File: src/rtl/dmem_lane_arb.sv
// Data-memory lane arbiter: serialises the lw/sw accesses of the two issue lanes
// onto a single-port data memory, lane 0 first, holding the bundle with stall
// until both accesses have finished, then pulsing load write-back.
//
// state | meaning
// ------+----------------------------------------------------------------
// IDLE  | waiting for a bundle; stall raised as soon as any lane requests
// ACC0  | lane 0 access in flight (or being rejected as misaligned)
// ACC1  | lane 1 access in flight (or being rejected as misaligned)
// DONE  | bundle finished; write-back pulses, pipeline released
module dmem_lane_arb #(
  parameter int ADDR_W  = 12,
  parameter int TIMEOUT = 15
) (
  input  logic              clk,
  input  logic              rs,
  input  logic              req0,
  input  logic              req1,
  input  logic              we0,
  input  logic              we1,
  input  logic [31:0]       addr0,
  input  logic [31:0]       addr1,
  input  logic [31:0]       wdata0,
  input  logic [31:0]       wdata1,
  input  logic [4:0]        rd0,
  input  logic [4:0]        rd1,
  output logic              mem_req,
  output logic              mem_we,
  output logic [ADDR_W-1:0] mem_addr,
  output logic [31:0]       mem_wdata,
  input  logic [31:0]       mem_rdata,
  input  logic              mem_ack,
  output logic              stall,
  output logic              wb0_valid,
  output logic              wb1_valid,
  output logic [4:0]        wb0_addr,
  output logic [4:0]        wb1_addr,
  output logic [31:0]       wb0_data,
  output logic [31:0]       wb1_data,
  output logic              err
);

  typedef enum logic [1:0] {
    IDLE = 2'd0,
    ACC0 = 2'd1,
    ACC1 = 2'd2,
    DONE = 2'd3
  } state_t;

  localparam logic [7:0] TIMEOUT_CNT = 8'(TIMEOUT);

  state_t      state_q, state_d;
  logic [7:0]  cnt_q, cnt_d;

  logic        in_acc;
  logic        lane1_sel;
  logic        sel_we;
  logic [31:0] sel_addr;
  logic [31:0] sel_wdata;
  logic [4:0]  sel_rd;
  logic        misal;
  logic        expired;
  logic        ack_ok;
  logic        acc_finish;
  logic        lane_lw_ok;
  logic        go_done;

  logic        lw_ok0_q, lw_ok1_q;
  logic [31:0] lat_data0_q, lat_data1_q;
  logic [4:0]  lat_rd0_q, lat_rd1_q;
  logic        ok0_nx, ok1_nx;
  logic [31:0] data0_nx, data1_nx;
  logic [4:0]  rd0_nx, rd1_nx;

  // Address bits above the memory window wrap and are deliberately dropped.
  logic        unused_addr_bits;
  assign unused_addr_bits = ^{addr0[31:ADDR_W+2], addr1[31:ADDR_W+2]};

  // Lane selection, access qualification and memory-side outputs.
  always_comb begin
    in_acc     = (state_q == ACC0) || (state_q == ACC1);
    lane1_sel  = (state_q == ACC1);
    sel_we     = lane1_sel ? we1    : we0;
    sel_addr   = lane1_sel ? addr1  : addr0;
    sel_wdata  = lane1_sel ? wdata1 : wdata0;
    sel_rd     = lane1_sel ? rd1    : rd0;

    misal      = in_acc && (sel_addr[1:0] != 2'b00);
    expired    = in_acc && !misal && (cnt_q == TIMEOUT_CNT);
    // An ack landing in the expiry cycle still counts as a normal completion.
    ack_ok     = in_acc && !misal && mem_ack;
    acc_finish = in_acc && (misal || mem_ack || expired);
    lane_lw_ok = ack_ok && !sel_we && (sel_rd != 5'd0);

    mem_req    = in_acc && !misal && !expired;
    mem_we     = mem_req && sel_we;
    mem_addr   = mem_req ? sel_addr[ADDR_W+1:2] : '0;
    mem_wdata  = mem_req ? sel_wdata : 32'd0;

    stall      = ((state_q == IDLE) && (req0 || req1)) || in_acc;
  end

  // Next-state and timeout-counter logic.
  always_comb begin
    state_d = state_q;
    cnt_d   = 8'd0;
    case (state_q)
      IDLE: begin
        if (req0)      state_d = ACC0;
        else if (req1) state_d = ACC1;
      end
      ACC0: begin
        if (acc_finish) state_d = req1 ? ACC1 : DONE;
        else            cnt_d   = cnt_q + 8'd1;
      end
      ACC1: begin
        if (acc_finish) state_d = DONE;
        else            cnt_d   = cnt_q + 8'd1;
      end
      DONE: state_d = IDLE;
      default: state_d = IDLE;
    endcase
    go_done = (state_d == DONE) && (state_q != DONE);
  end

  // Per-lane load results including the one completing this cycle, so the
  // write-back registers can be loaded on the way into DONE.
  always_comb begin
    ok0_nx   = lw_ok0_q;
    data0_nx = lat_data0_q;
    rd0_nx   = lat_rd0_q;
    ok1_nx   = lw_ok1_q;
    data1_nx = lat_data1_q;
    rd1_nx   = lat_rd1_q;
    if (lane_lw_ok && !lane1_sel) begin
      ok0_nx   = 1'b1;
      data0_nx = mem_rdata;
      rd0_nx   = sel_rd;
    end
    if (lane_lw_ok && lane1_sel) begin
      ok1_nx   = 1'b1;
      data1_nx = mem_rdata;
      rd1_nx   = sel_rd;
    end
  end

  // State, counter, error flag, latched load results and write-back registers.
  always_ff @(posedge clk) begin
    if (!rs) begin
      state_q     <= IDLE;
      cnt_q       <= 8'd0;
      err         <= 1'b0;
      lw_ok0_q    <= 1'b0;
      lw_ok1_q    <= 1'b0;
      lat_data0_q <= 32'd0;
      lat_data1_q <= 32'd0;
      lat_rd0_q   <= 5'd0;
      lat_rd1_q   <= 5'd0;
      wb0_valid   <= 1'b0;
      wb1_valid   <= 1'b0;
      wb0_addr    <= 5'd0;
      wb1_addr    <= 5'd0;
      wb0_data    <= 32'd0;
      wb1_data    <= 32'd0;
    end else begin
      state_q <= state_d;
      cnt_q   <= cnt_d;
      if (misal || (expired && !mem_ack)) err <= 1'b1;

      if (state_q == IDLE) begin
        lw_ok0_q <= 1'b0;
        lw_ok1_q <= 1'b0;
      end else begin
        lw_ok0_q    <= ok0_nx;
        lw_ok1_q    <= ok1_nx;
        lat_data0_q <= data0_nx;
        lat_data1_q <= data1_nx;
        lat_rd0_q   <= rd0_nx;
        lat_rd1_q   <= rd1_nx;
      end

      wb0_valid <= go_done && ok0_nx;
      wb1_valid <= go_done && ok1_nx;
      if (go_done && ok0_nx) begin
        wb0_addr <= rd0_nx;
        wb0_data <= data0_nx;
      end
      if (go_done && ok1_nx) begin
        wb1_addr <= rd1_nx;
        wb1_data <= data1_nx;
      end
    end
  end

endmodule

File: config.mk
export PLATFORM = sky130hd
export DESIGN_NAME = dmem_lane_arb
export DESIGN_NICKNAME = d
export VERILOG_FILES = /design/src/rtl/dmem_lane_arb.sv
export SDC_FILE = /design/constraint.sdc
export NUM_CORES = 1
export LEC_CHECK = 0
export ABC_AREA = 1
export BUFFER_PORTS_ARGS = -buffer_cell sky130_fd_sc_hd__buf_2
export CORE_MARGIN = 5
export CORE_UTILIZATION = 46
export DETAILED_ROUTE_END_ITERATION = 10
export GPL_TIMING_DRIVEN = 0
export PLACE_DENSITY = 0.85
export SYNTH_ARGS = -nofsm -noshare
export SYNTH_HDL_FRONTEND = slang
export SYNTH_SLANG_ARGS = --single-unit
export TNS_END_PERCENT = 50
File: constraint.sdc
create_clock -name clk -period 1.9 [get_ports clk]
set_input_delay 0.38 -clock clk [delete_from_list [all_inputs] [get_ports clk]]
set_output_delay 0.38 -clock clk [all_outputs]
set_load 0.005 [all_outputs]
==> results of run 1 <==
-- layout make-up --
cell class / count / share of cell area (%)
multi-input cells: 820 / 36.6
flip-flops and latches: 163 / 26.0
repair buffers: 312 / 15.2
inverters: 285 / 8.62
plain buffers: 91 / 6.64
clock buffers: 20 / 3.64
well taps: 234 / 2.33
clock inverters: 11 / 0.827
diodes: 5 / 0.0997
-- kinds of logic (layout without fill, tap and decap cells) --
logic type | after synthesis | after routing | synth area share, %
AOI/OAI and AO/OA | 206 | 206 | 13.5
xor gates and xnor gates | 3 | 3 | 0.304
adders and majority gates | 5 | 5 | 0.724
buffers and inverters | 380 | 719 | 18.0
DFF | 163 | 163 | 37.8
other | 0 | 5 | 0
and+or+nand+nor | 604 | 606 | 29.7
-- worst max-delay path by stage --
| stage | end | slack [ns] | depth (start not counted) |
|---|---|---|---|
| after floorplan | stall | -0.04 | 7 |
| after global placement | wb0_data[3] | -1.01 | 11 |
| after detailed placement | wb0_data[3] | -1.07 | 11 |
| after CTS | mem_wdata[14] | -0.42 | 9 |
| after global routing | lat_data1_q[0] | -0.63 | 15 |
| final | lat_data1_q[0] | -0.55 | 15 |
-- registers in the layout (all words and copies together) (netlist names), 2 cells and up --
register     flops
wb0_data        32
cnt_q            8
lat_data1_q     32
lat_rd1_q        5
lat_data0_q     32
wb1_addr         5
lat_rd0_q        5
wb0_addr         5
state_q          2
wb1_data        32
-- per-layer routing --
layer  share of wire, %  global-route usage [%]  wire (µm)  vias to the layer above
li1                   -                       -          -                     4873
met5              0.035                       0         13                        -
met4                8.4                    21.5       3080                        2
met2                 47                    51.5      17300                      799
met1                 34                    32.0      12400                     4818
met3                 10                    5.86       3840                      269
-- synthesized netlist by cell type, types with 2 or more instances --
| master | count |
|---|---|
| nand2_1 | 389 |
| dfxtp_1 | 163 |
| o21ai_1 | 11 |
| nor3b_1 | 2 |
| o211ai_1 | 51 |
| clkbuf_1 | 41 |
| nand3_2 | 6 |
| xor2_1 | 2 |
| buf_4 | 4 |
| o21ai_0 | 87 |
| inv_1 | 283 |
| nand3_1 | 30 |
| a21oi_1 | 54 |
| buf_6 | 11 |
| nor2_1 | 94 |
| inv_2 | 2 |
| ha_1 | 5 |
| buf_1 | 13 |
| nor2_4 | 2 |
| nand4_1 | 75 |
| buf_2 | 26 |
| nand2_2 | 2 |
-- power breakdown --
part           switching, mW  total (mW)  internal [mW]
Sequential             0.205        3.95           3.74
Combinational           2.64        4.32           1.68
Clock                   1.49        3.36           1.87
Total                   4.34        11.6           7.29
-- worst min-delay path, stage by stage --
cell     delay (ns)
buf_2          0.11
o21ai_2        0.07
o21ai_0        0.14
-- layout by cell type (no fill, tap or decap), drive strengths merged, types with 2 or more instances in the layout --
| cell type | count |
|---|---|
| nor2 | 97 |
| nand4 | 75 |
| o211ai | 51 |
| clkinv | 3 |
| dfxtp | 163 |
| inv | 287 |
| xor2 | 2 |
| o21ai | 99 |
| buf | 357 |
| clkinvlp | 5 |
| clkbuf | 66 |
| ha | 5 |
| nand2 | 391 |
| nand3 | 38 |
| nor3b | 2 |
| diode | 5 |
| a21oi | 54 |
-- timing repair --
item,in CTS,in global routing
cloned,13,6
hold buffers,0,0
endpoints found under the setup margin,207,201
resized for setup,228,136
buffers inserted,24,9
pin swaps,16,47
==> results.json, run 1 <==
{
  "status": "finished with violations",
  "violations": "setup timing",
  "rsz0062_at_grt": "yes",
  "routed_wl_um": 36600,
  "syn2layout_area_growth_pct": 45.3,
  "syn_area_per_cell_um2": 6.35,
  "dr_total_vias": 10800,
  "gp_congestion": 0.980,
  "dr.pass1.iters": 9,
  "ios": 301,
  "clk_pin_slew_ns": 0.06,
  "synth_edf_count": 0,
  "total_power_mw": 11.6,
  "die_height_um": 147,
  "fillers": 1397,
  "endpoint_kind": "flop",
  "num-nets-final": 1872,
  "vias_per_cell": 5.54,
  "dp_cells": 1858,
  "regArea_um2": 3270,
  "die_width_um": 147,
  "ctsHtreeMaxLevel": 4,
  "worst_skew_pair.late_latency_ns": 0.44,
  "synthCells": 1361,
  "path_cells": "inv_4 -> ha_4 -> buf_4 -> nand2_1 -> nand2_2 -> nor2_4 -> nand3_4 -> nand3_2 -> buf_6 -> buf_6 -> nand2_1 -> o21ai_1 -> nand2_1 -> o211ai_1 -> inv_1",
  "place_ws_ns": -1.07,
  "finalSetupViolations": 200,
  "syn-num-nets": 1543,
  "drive_gt1_share_pct": 36.1,
  "drt-initial-drc-count": 1170,
  "overflow": 0,
  "cp-start-kind": "flop",
  "maxSlewViolCount": 0,
  "cpPeakStageDelay_ns": 0.35,
  "yosysWarnings": 0,
  "holdWs_ns": 0.301,
  "r2r-start": "state_q[0]",
  "period_share_pct": 129,
  "core_area_um2": 18600,
  "yosys-top-cells-area": "dfxtp_1 38%, nand2_1 17%, inv_1 12%, nand4_1 5.4%, o21ai_0 5.0%",
  "yosysTopAreaCellShare_pct": 37.8,
  "crit_start": "state_q[0]",
  "maxCapViolCount": 0,
  "peakVddDrop_v": 0.000693,
  "synthFlopType": "dfxtp_1",
  "drcViolationCount": 0,
  "worst_slew_pin_slew_ns": 0.672,
  "postRouteAntennaNets": 0,
  "critical_path_class": "flop to flop",
  "period_needed_ns": 2.45,
  "setup_ws_ns": -0.549,
  "ys_types": 30,
  "setup_tns_ns": -71.28,
  "antenna_found_initial": 6,
  "grt.total_usage_pct": 29.6,
  "max_slew_margin_pct": 55.2,
  "crit_family": "simple AND/OR/NAND/NOR gates",
  "worst-path-buf-inv": 5,
  "crit_required_ns": 2.22,
  "syn_area_um2": 8640,
  "ys_seq_area_share_pct": 37.8,
  "clock_path_buffers": 2,
  "r2r_setup_slack_ns": -0.55,
  "grt_pass1_wl_um": 51400,
  "hold_depth": 3,
  "worst_clock_skew_ns": 0.0104,
  "crit_top_cell": "nand2_1",
  "min_to": "lat_data0_q[26]",
  "hp-class": "primary input to flop",
  "async_flop_share_pct": 0,
  "synth-seq-cells": 163,
  "grt_pass1_vias": 10300,
  "final_util_pct": 67.6,
  "place_area_um2": 10400,
  "cts.sinks": 163,
  "fmax_mhz": 408,
  "stdcell_area_um2": 12600,
  "initial_utilization_pct": 46.5,
  "hold_start": "mem_rdata[26]",
  "cts-root-buf": "clkbuf_16",
  "synth_top_area_cell": "dfxtp_1",
  "power_density_nw_per_um2": 926,
  "final_cell_count_no_fill": 1941,
  "dp_hpwl_um": 23100,
  "die_area_um2": 21600,
  "leakagePower_nw": 6.49,
  "worst_ep_arrival_time_ns": 2.77,
  "cts_buffers": 17,
  "portBuffers": 263,
  "r2r_end": "lat_data1_q[0]",
  "multi_input_area_um2": 4600,
  "row_count": 50,
  "tritoncts": "done",
  "grt_start_max_net_pins": 17,
  "wl_per_cell_um": 18.9,
  "final-hold-violation-count": 0,
  "path_max_fanout": 10,
  "rr_worst_depth": 15,
  "cpMaxStageDelayCell": "dfxtp_2"
}
No activity file was read; power rests on OpenSTA's default activity.
==> run 2, diff against run 1 <==
--- a/config.mk
+++ b/config.mk
@@ -12,6 +12,7 @@
 export DETAILED_ROUTE_END_ITERATION = 10
 export GPL_TIMING_DRIVEN = 0
 export PLACE_DENSITY = 0.85
+export RECOVER_POWER = 100
 export SYNTH_ARGS = -nofsm -noshare
 export SYNTH_HDL_FRONTEND = slang
 export SYNTH_SLANG_ARGS = --single-unit
==> run 2 against run 1 <==
Net effect:
- the flow still finishes with violations (setup timing)
- power hardly changed
- die area did not move
- final area down 0.57%
- via count about the same
- final cell count unchanged
- count of clock-buffer cells in the layout unchanged
- non-clock buffer count stayed put
- wire length is essentially flat
- global-route usage unchanged
- clock skew rose by 0.00082 ns
- clock power about the same
- largest power group unchanged
==> results.json, run 2 (synthesized netlist as in run 1, its figures left out) <==
{
  "status": "finished with violations",
  "violations": "setup timing",
  "core_area_um2": 18600,
  "maxCapViolCount": 0,
  "power_density_nw_per_um2": 931,
  "die_width_um": 147,
  "finalSetupViolations": 199,
  "portBuffers": 263,
  "dr_wl_met3_um": 4000,
  "grt_start_max_net_pins": 17,
  "endpoint_kind": "flop",
  "die_height_um": 147,
  "hp-class": "primary input to flop",
  "die_area_um2": 21600,
  "postRouteAntennaNets": 0,
  "ios": 301,
  "leakagePower_nw": 6.24,
  "wl_per_cell_um": 18.9,
  "grt.total_usage_pct": 29.6,
  "place_area_um2": 10400,
  "worst_slew_pin_slew_ns": 0.701,
  "drt-initial-drc-count": 1186,
  "dp_hpwl_um": 23100,
  "rsz0062_at_grt": "yes",
  "period_needed_ns": 2.45,
  "cts.sinks": 163,
  "peakVddDrop_v": 0.000694,
  "max_slew_margin_pct": 53.3,
  "antenna_found_initial": 6,
  "num-nets-final": 1872,
  "wl_met1_um": 12300,
  "cts_buffers": 17,
  "syn2layout_area_growth_pct": 44.5,
  "final_common_cell": "nand2_1",
  "setup_tns_ns": -71.07,
  "stdcell_area_um2": 12500,
  "regArea_um2": 3270,
  "clk_pin_slew_ns": 0.07,
  "overflow": 0,
  "vias_per_cell": 5.55,
  "period_share_pct": 129,
  "dr_total_vias": 10800,
  "critical_path_class": "flop to flop",
  "maxSlewViolCount": 0,
  "worst_skew_pair.late_latency_ns": 0.44,
  "gp_congestion": 0.980,
  "drive_gt1_share_pct": 32.7,
  "fillers": 1427,
  "holdWs_ns": 0.302,
  "multi_input_area_um2": 4600,
  "routed_wl_um": 36600,
  "dr.max_layer_used": "met5",
  "total_power_mw": 11.6,
  "setup_ws_ns": -0.547,
  "dr.pass1.iters": 6,
  "final-hold-violation-count": 0,
  "worst_ep_arrival_time_ns": 2.78,
  "grt_pass1_vias": 10300,
  "crit_required_ns": 2.23,
  "fmax_mhz": 409,
  "wl_met2_um": 17300,
  "ctsHtreeMaxLevel": 4,
  "grt_pass1_wl_um": 51400,
  "worst_clock_skew_ns": 0.0112,
  "cts-root-buf": "clkbuf_16",
  "clock_path_buffers": 2,
  "path_max_fanout": 6,
  "most-common-layout-cells": "345 x nand2_1, 258 x inv_1, 206 x buf_2, 160 x dfxtp_1, 80 x nor2_1",
  "tritoncts": "done",
  "cp-start-kind": "flop",
  "initial_utilization_pct": 46.5,
  "row_count": 50,
  "drcViolationCount": 0
}
## run 2: cell count changes in the layout (fill, tap and decap cells not counted)
cell / previous run / this run
buf_2: 263 / 206
buf_1: 12 / 13
clkbuf_1: 19 / 75
## run 2: repair_timing
item	4_1_cts	5_1_grt
resized for setup	228	136
pin swaps	16	47
hold buffers	0	0
setup buffers	24	9
endpoints found under the setup margin	207	201
gates cloned	13	6
## run 2: metal layers
metal	vias up	global-route usage (%)
met5	-	0
li1	4874	-
met4	2	21.5
met3	253	5.86
met1	4817	32.0
met2	817	51.5
## run 2: final cells by class
type / count / share of cell area, %
inverters: 285 / 8.67
repair buffers: 312 / 14.7
flip-flops and latches: 163 / 26.2
well taps: 234 / 2.35
multi-input cells: 820 / 36.8
clock buffers: 20 / 3.66
diodes: 5 / 0.100
plain buffers: 91 / 6.67
clock inverters: 11 / 0.832
## run 2: where the power goes
part           leakage, nW  internal (mW)  switching, mW
Clock                0.261           1.87           1.50
Sequential            1.32           3.74          0.202
Combinational         4.65           1.67           2.64
## run 2: worst paths after layout
kind	start	to	cells after the start	slack, ns
setup / recovery	state_q[0]	wb1_data[22]	17	-0.55
hold / removal	mem_rdata[26]	lat_data1_q[26]	3	0.30
setup reg to reg	state_q[0]	wb1_data[22]	17	-0.55
hold reg to reg	lat_data0_q[9]	lat_data0_q[9]	2	0.48
## run 2: worst max-delay path, stage by stage, from the launching register on
cell	delay, ns
dfxtp_2	0.36
inv_4	0.06
ha_4	0.19
nand3b_1	0.14
nand2_4	0.09
buf_6	0.13
nand3_4	0.10
nand2_4	0.06
nand2_2	0.08
nand2_1	0.06
nand2_1	0.08
nand2_2	0.08
nor2_4	0.21
buf_6	0.22
buf_4	0.16
nand4_1	0.13
nand2_1	0.15
nor2_1	0.06
## run 2: through the flow
stage	instances	util, %	setup WS (ns)
2_1_floorplan	1361	-	-0.0445
3_3_place_gp	1858	56.1	-1.01
3_5_place_dp	1858	56.1	-1.07
4_1_cts	1924	64.8	-0.419
5_1_grt	1940	67.2	-0.631
6_report	1941	67.2	-0.547
